[src/rtl/aes_round_key_sequencer_if.sv]
// Round-key stream between the key sequencer (master) and the AES round
// datapath (slave). One key is transferred on each rk_valid && rk_ready.
interface aes_round_key_sequencer_if #(
    parameter int RK_W  = 128,
    parameter int IDX_W = 4
);
    logic             rk_valid;
    logic             rk_ready;
    logic [RK_W-1:0]  rk_data;
    logic [IDX_W-1:0] rk_round;
    logic             rk_last;

    modport master (
        output rk_valid,
        output rk_data,
        output rk_round,
        output rk_last,
        input  rk_ready
    );

    modport slave (
        input  rk_valid,
        input  rk_data,
        input  rk_round,
        input  rk_last,
        output rk_ready
    );
endinterface

[src/rtl/aes_round_key_sequencer.sv]
// AES round-key sequencer: latches a cipher key/algorithm, walks the
// combinational key_module through round indices 0..Nr (encrypt) or
// Nr..0 (decrypt) and presents each registered round key on a
// valid/ready stream, one key every two cycles at full rate.
module aes_round_key_sequencer #(
    parameter int KEY_W = 256,
    parameter int RK_W  = 128,
    parameter int IDX_W = 4
) (
    input  logic                          clk,
    input  logic                          rst_n,
    input  logic                          start,
    input  logic                          abort,
    input  logic [KEY_W-1:0]              key,
    input  logic [1:0]                    algorithm,
    input  logic                          decrypt,
    output logic [KEY_W-1:0]              km_key,
    output logic [1:0]                    km_algorithm,
    output logic [IDX_W-1:0]              km_i,
    input  logic [RK_W-1:0]               km_rk,
    aes_round_key_sequencer_if.master     rk,
    output logic                          busy,
    output logic                          done,
    output logic                          err
);

    typedef enum logic [1:0] {
        IDLE  = 2'd0,
        LOAD  = 2'd1,
        ISSUE = 2'd2
    } state_t;

    state_t state;
    logic   dir;    // 1 = schedule runs downwards (decrypt)

    // Final round number Nr for a legal algorithm code; 0 for the illegal code.
    function automatic logic [IDX_W-1:0] last_round(input logic [1:0] alg);
        logic [IDX_W-1:0] nr;
        case (alg)
            2'b00:   nr = IDX_W'(10);
            2'b01:   nr = IDX_W'(12);
            2'b10:   nr = IDX_W'(14);
            default: nr = '0;
        endcase
        return nr;
    endfunction

    // Index at which the schedule ends: 0 going down, Nr going up.
    function automatic logic [IDX_W-1:0] end_index(input logic down, input logic [1:0] alg);
        return down ? {IDX_W{1'b0}} : last_round(alg);
    endfunction

    // Sequencer FSM; every output is a register updated here.
    always_ff @(posedge clk or negedge rst_n) begin
        if (!rst_n) begin
            state        <= IDLE;
            dir          <= 1'b0;
            km_key       <= '0;
            km_algorithm <= '0;
            km_i         <= '0;
            rk.rk_valid  <= 1'b0;
            rk.rk_data   <= '0;
            rk.rk_round  <= '0;
            rk.rk_last   <= 1'b0;
            busy         <= 1'b0;
            done         <= 1'b0;
            err          <= 1'b0;
        end else begin
            done <= 1'b0;
            err  <= 1'b0;
            case (state)
                IDLE: begin
                    if (start) begin
                        if (algorithm == 2'b11) begin
                            // Illegal algorithm: flag it, keep previous latches.
                            err <= 1'b1;
                        end else begin
                            km_key       <= key;
                            km_algorithm <= algorithm;
                            dir          <= decrypt;
                            km_i         <= decrypt ? last_round(algorithm) : {IDX_W{1'b0}};
                            busy         <= 1'b1;
                            state        <= LOAD;
                        end
                    end
                end
                LOAD: begin
                    if (abort) begin
                        // Cancel before the key is captured; stream outputs hold.
                        busy  <= 1'b0;
                        state <= IDLE;
                    end else begin
                        // key_module has settled on km_i; capture its round key.
                        rk.rk_data  <= km_rk;
                        rk.rk_round <= km_i;
                        rk.rk_last  <= (km_i == end_index(dir, km_algorithm));
                        rk.rk_valid <= 1'b1;
                        state       <= ISSUE;
                    end
                end
                ISSUE: begin
                    if (abort) begin
                        // Abort wins over a simultaneous handshake.
                        rk.rk_valid <= 1'b0;
                        busy        <= 1'b0;
                        state       <= IDLE;
                    end else if (rk.rk_ready) begin
                        rk.rk_valid <= 1'b0;
                        if (rk.rk_last) begin
                            busy  <= 1'b0;
                            done  <= 1'b1;
                            state <= IDLE;
                        end else begin
                            // Not the last key, so the step cannot leave 0..Nr.
                            km_i  <= dir ? km_i - 1'b1 : km_i + 1'b1;
                            state <= LOAD;
                        end
                    end
                end
                default: begin
                    rk.rk_valid <= 1'b0;
                    busy        <= 1'b0;
                    state       <= IDLE;
                end
            endcase
        end
    end

endmodule

[src/flat_wrapper.sv]
// flat-port wrapper written by rule: the top's interface ports become plain ports
module aes_round_key_sequencer_flat 
#(
    parameter int KEY_W = 256,
    parameter int RK_W  = 128,
    parameter int IDX_W = 4
)
  (clk, rst_n, start, abort, key, algorithm, decrypt, km_key, km_algorithm, km_i, km_rk, busy, done, err, rk_rk_valid, rk_rk_data, rk_rk_round, rk_rk_last, rk_rk_ready);
  aes_round_key_sequencer_if #(.RK_W(RK_W), .IDX_W(IDX_W)) rk_i ();
  input  logic clk;
  input  logic rst_n;
  input  logic start;
  input  logic abort;
  input  logic [KEY_W-1:0] key;
  input  logic [1:0] algorithm;
  input  logic decrypt;
  output logic [KEY_W-1:0] km_key;
  output logic [1:0] km_algorithm;
  output logic [IDX_W-1:0] km_i;
  input  logic [RK_W-1:0] km_rk;
  output logic busy;
  output logic done;
  output logic err;
  output wire logic [$bits(rk_i.rk_valid)-1:0] rk_rk_valid;
  output wire logic [$bits(rk_i.rk_data)-1:0] rk_rk_data;
  output wire logic [$bits(rk_i.rk_round)-1:0] rk_rk_round;
  output wire logic [$bits(rk_i.rk_last)-1:0] rk_rk_last;
  input wire logic [$bits(rk_i.rk_ready)-1:0] rk_rk_ready;
  assign rk_rk_valid = rk_i.rk_valid;
  assign rk_rk_data = rk_i.rk_data;
  assign rk_rk_round = rk_i.rk_round;
  assign rk_rk_last = rk_i.rk_last;
  assign rk_i.rk_ready = rk_rk_ready;
  aes_round_key_sequencer #(.KEY_W(KEY_W), .RK_W(RK_W), .IDX_W(IDX_W)) u_core (.clk(clk), .rst_n(rst_n), .start(start), .abort(abort), .key(key), .algorithm(algorithm), .decrypt(decrypt), .km_key(km_key), .km_algorithm(km_algorithm), .km_i(km_i), .km_rk(km_rk), .rk(rk_i), .busy(busy), .done(done), .err(err));
endmodule
[config.mk]
export PLATFORM = sky130hd
export DESIGN_NAME = aes_round_key_sequencer_flat
export DESIGN_NICKNAME = d
export VERILOG_FILES = /design/src/rtl/aes_round_key_sequencer_if.sv /design/src/rtl/aes_round_key_sequencer.sv /design/src/flat_wrapper.sv
export SDC_FILE = /design/constraint.sdc
export NUM_CORES = 1
export LEC_CHECK = 0
export ABC_CLOCK_PERIOD_IN_PS = 1900
export CORE_AREA = 2 2 308 310
export DETAILED_ROUTE_END_ITERATION = 6
export DIE_AREA = 0 0 310 312
export PLACE_DENSITY = 0.48
export RECOVER_POWER = 100
export SETUP_SLACK_MARGIN = 0.4
export SLEW_MARGIN = 20
export SYNTH_ARGS = -nofsm -noshare
export SYNTH_HDL_FRONTEND = slang
export SYNTH_SLANG_ARGS = --single-unit
[constraint.sdc]
create_clock -name clk -period 1.9 [get_ports clk]
set_clock_uncertainty 0.2 [all_clocks]
set_input_delay 0.38 -clock clk [delete_from_list [all_inputs] [get_ports clk]]
set_output_delay 0.38 -clock clk [all_outputs]
set_load 0.1 [all_outputs]
==> metrics.md, run 1 <==
| Metric | Value |
|---|---|
| Flops & latches, synth | `around 400` |
| H-tree level count | `2` |
| CTS Buf Count | `50` |
| Clk_lat worst skew | `slightly above 0.6 ns` |
| Avg Cell Area, Syn | `16.8 um2` |
| Synthesized area | `~15000 um2` |
| Drt initial violations | `about 450` |
| DR WL/cell | `20.2 um` |
| DR vias | `11400` |
| Via density | `~3.7` |
| Max Cap Viol | `0` |
| First-pass GRT wire length | `between 80 and 90 mm` |
| Status | `finished, violations left` |
| Clock Path Buffers | `3` |
| Crit. End Element | `flop` |
| Largest net degree at the start of global routing | `66` |
| CP arrival | `2.31 ns` |
| CP Data Required Time | `between 2 and 2.5 ns` |
| Starting Density | `16.6%` |
| Routability cong. | `~0.77` |
| NumNets Final | `~2200` |
| Yosys top cell by area | `dfrtp_1` |
| CP startpoint kind | `input port` |
| Largest cells by area after synthesis | `dfrtp_1, mux2_2, buf_6` |
| Final-report max-slew violation count | `0` |
| Syn-to-layout area delta | `111%` |
| List of most frequent post-synthesis cells | `dfrtp_1, mux2_2, buf_6` |
| Number of port buffers | `790` |
| Fin util | `between 30% and 40%` |
| Syn Inst Count | `918` |
| Critical-path maximum fanout | `17` |
| Yosys top cell area share | `65.2%` |
| Clock root buffer | `clkbuf_16` |
| Sequential-to-total area share from yosys stat | `65.2%` |
| Number of hold violations in the final report | `0` |
| Setup CP Type | `in -> reg` |
| Layout Cells excl Fill | `around 3100` |
| Clk slew on worst S/H paths | `0.06 ns` |
| Die area | `around 97000 um2` |
| Post-synth cell types | `38` |
| RSZ-0062 raised after global routing | `true` |
| Post-synth EDFFs | `0` |
| Final worst-path cycle share | `106%` |
| Post-DRT Antenna Nets | `0` |
| Ratio of cells with drive above 1 in the final layout | `53.9%` |
| Core Box Area | `93000 um2` |
| Total GRT Usage | `~12%` |
| DRT Pass-1 Iters | `4` |
| Detailed-route wire length | `~63 mm` |
| Num ports | `just under 800` |
| Cell with the most instances after synthesis | `dfrtp_1` |
| Total grt overflow | `0` |
| Die Y-Extent | `between 300 and 400 um` |
| # clock sinks | `approximately 400` |
| Slew HR | `41.6%` |
| Actual slew at the worst max-slew pin | `about 0.88 ns` |
| Minimum clock period | `about 2 ns` |
| Detailed-route DRC error count | `0` |
| Worst hold slack | `between 0.15 and 0.2 ns` |
| Vias in the first global route | `about 13000` |
| Failing checks | `setup timing` |
| Number of fill cells | `between 8000 and 9000` |
| Hold crit path type | `in -> reg` |
| Antenna violations before repair | `5` |
| # setup viols final | `approximately 350` |
| Ys flop type | `dfrtp_1` |
| TritonCTS clock tree | `done` |
| Row count | `approximately 110` |
| Inst Count DP | `2998` |
| DIE WIDTH | `slightly above 300 um` |
| Yosys Warn Count | `0` |
| Setup ws final | `-0.118 ns` |
| Ys async rst share | `100%` |
| Fmax | `between 400 and 500 MHz` |
| Syn Nets | `1320` |
| Post-detail-place hpwl | `between 40 and 50 mm` |
worst max-delay path: stages:
cell	delay (ns)
clkdlybuf4s50_1	0.53
ha_4	0.23
nor4b_4	0.26
buf_12	0.20
buf_12	0.18
buf_12	0.16
mux2_2	0.33
path summary, 6_finish.rpt:
| check | from | to | slack [ns] | cells past startpoint |
|---|---|---|---|---|
| worst max-delay path | algorithm[0] | u_core.km_key[58]$_DFFE_PN0P_ | -0.12 | 7 |
| worst max register to register | u_core.state[1]$_DFFE_PN0P_ | u_core.rk.rk_data[124]$_DFFE_PN0P_ | -0.11 | 6 |
| max in group asynchronous | rst_n | u_core.rk.rk_data[71]$_DFFE_PN0P_ | 0.13 | 3 |
| worst min-delay path | key[171] | u_core.km_key[171]$_DFFE_PN0P_ | 0.18 | 2 |
| worst min register to register | u_core.rk.rk_round[1]$_DFFE_PN0P_ | u_core.rk.rk_round[1]$_DFFE_PN0P_ | 0.35 | 2 |
| min in group asynchronous | rst_n | u_core.km_key[35]$_DFFE_PN0P_ | 0.58 | 3 |
per-stage QoR:
step / area [um2] / TNS, ns / setup slack (ns)
after floorplan: 16200 / -10.79 / -0.0575
after global placement: 30000 / -232.55 / -0.764
after detailed placement: 30000 / -241.95 / -0.791
after CTS: 32000 / -30.39 / -0.138
after global routing: 32600 / -39.83 / -0.170
final: 32600 / -20.62 / -0.118
what timing repair did:
action | in CTS | in global routing
pin swaps | 0 | 4
cloned | 2 | 9
setup buffers | 9 | 11
hold buffers | 2 | 0
hold endpoints to repair | 391 | 0
endpoints found under the setup margin | 794 | 810
gates resized for setup | 27 | 129
final cells by class:
type	count	area, um2	area share, %
repair buffers	906	13300	40.8
well taps	1254	1570	4.81
clock inverters	19	245	0.752
clock buffers	73	1440	4.41
inverters	11	51.3	0.157
flip-flops and latches	402	10100	30.9
diodes	2	5.00	0.0153
multi-input cells	458	5910	18.1
logic make-up (layout without fill, tap and decap cells):
logic type | Yosys count | in the layout | synth area share, %
other cells | 0 | 2 | 0
compound gates | 25 | 25 | 1.05
simple gates | 34 | 34 | 1.33
xor+xnor | 3 | 3 | 0.170
buf+inv | 58 | 1009 | 3.24
flops | 402 | 402 | 65.2
mux | 386 | 386 | 28.2
fa+ha+maj | 10 | 10 | 0.860
cells in the final DEF, fill, tap and decap left out, types with 4 or more instances in the layout:
cell	Yosys	final
buf_12	0	420
clkdlybuf4s50_1	0	390
dfrtp_1	402	390
mux2_4	0	245
mux2_2	385	140
clkbuf_16	0	56
buf_4	12	53
clkbuf_1	1	15
nand2_1	11	11
clkbuf_8	0	10
buf_6	31	10
clkinv_2	0	9
clkbuf_2	0	9
o21ai_0	11	8
inv_1	10	6
nor2_1	6	6
buf_16	0	6
dfrtp_2	0	6
dfrtp_4	0	6
ha_1	9	5
bufinv_16	0	5
buf_8	0	5
ha_4	0	4
sequential cells by signal, summed over array words and instances (netlist names), 2 cells and up:
register,flops
u_core.km_i,4
u_core.state,2
u_core.km_algorithm,2
u_core.rk.rk_round,4
u_core.rk.rk_data,128
u_core.km_key,256
per-layer routing:
layer	vias up	GRT usage (%)	part of all wire, %
li1	5060	-	-
met5	-	0	0.021
met1	5830	13.1	36
met4	2	3.62	2.6
met2	451	22.7	53
met3	86	4.47	8.3
Power of run 1 is not shown: default switching activity piles up to over one toggle a cycle in this logic, so the estimate is an artifact.
==> inputs of run 2 (changes only) <==
CAP_MARGIN = 20   (was not set)
==> results of run 2 <==
No change in the layout: final DEF, timing and power equal those of run 1.
Power of run 2 is left out for the same reason.
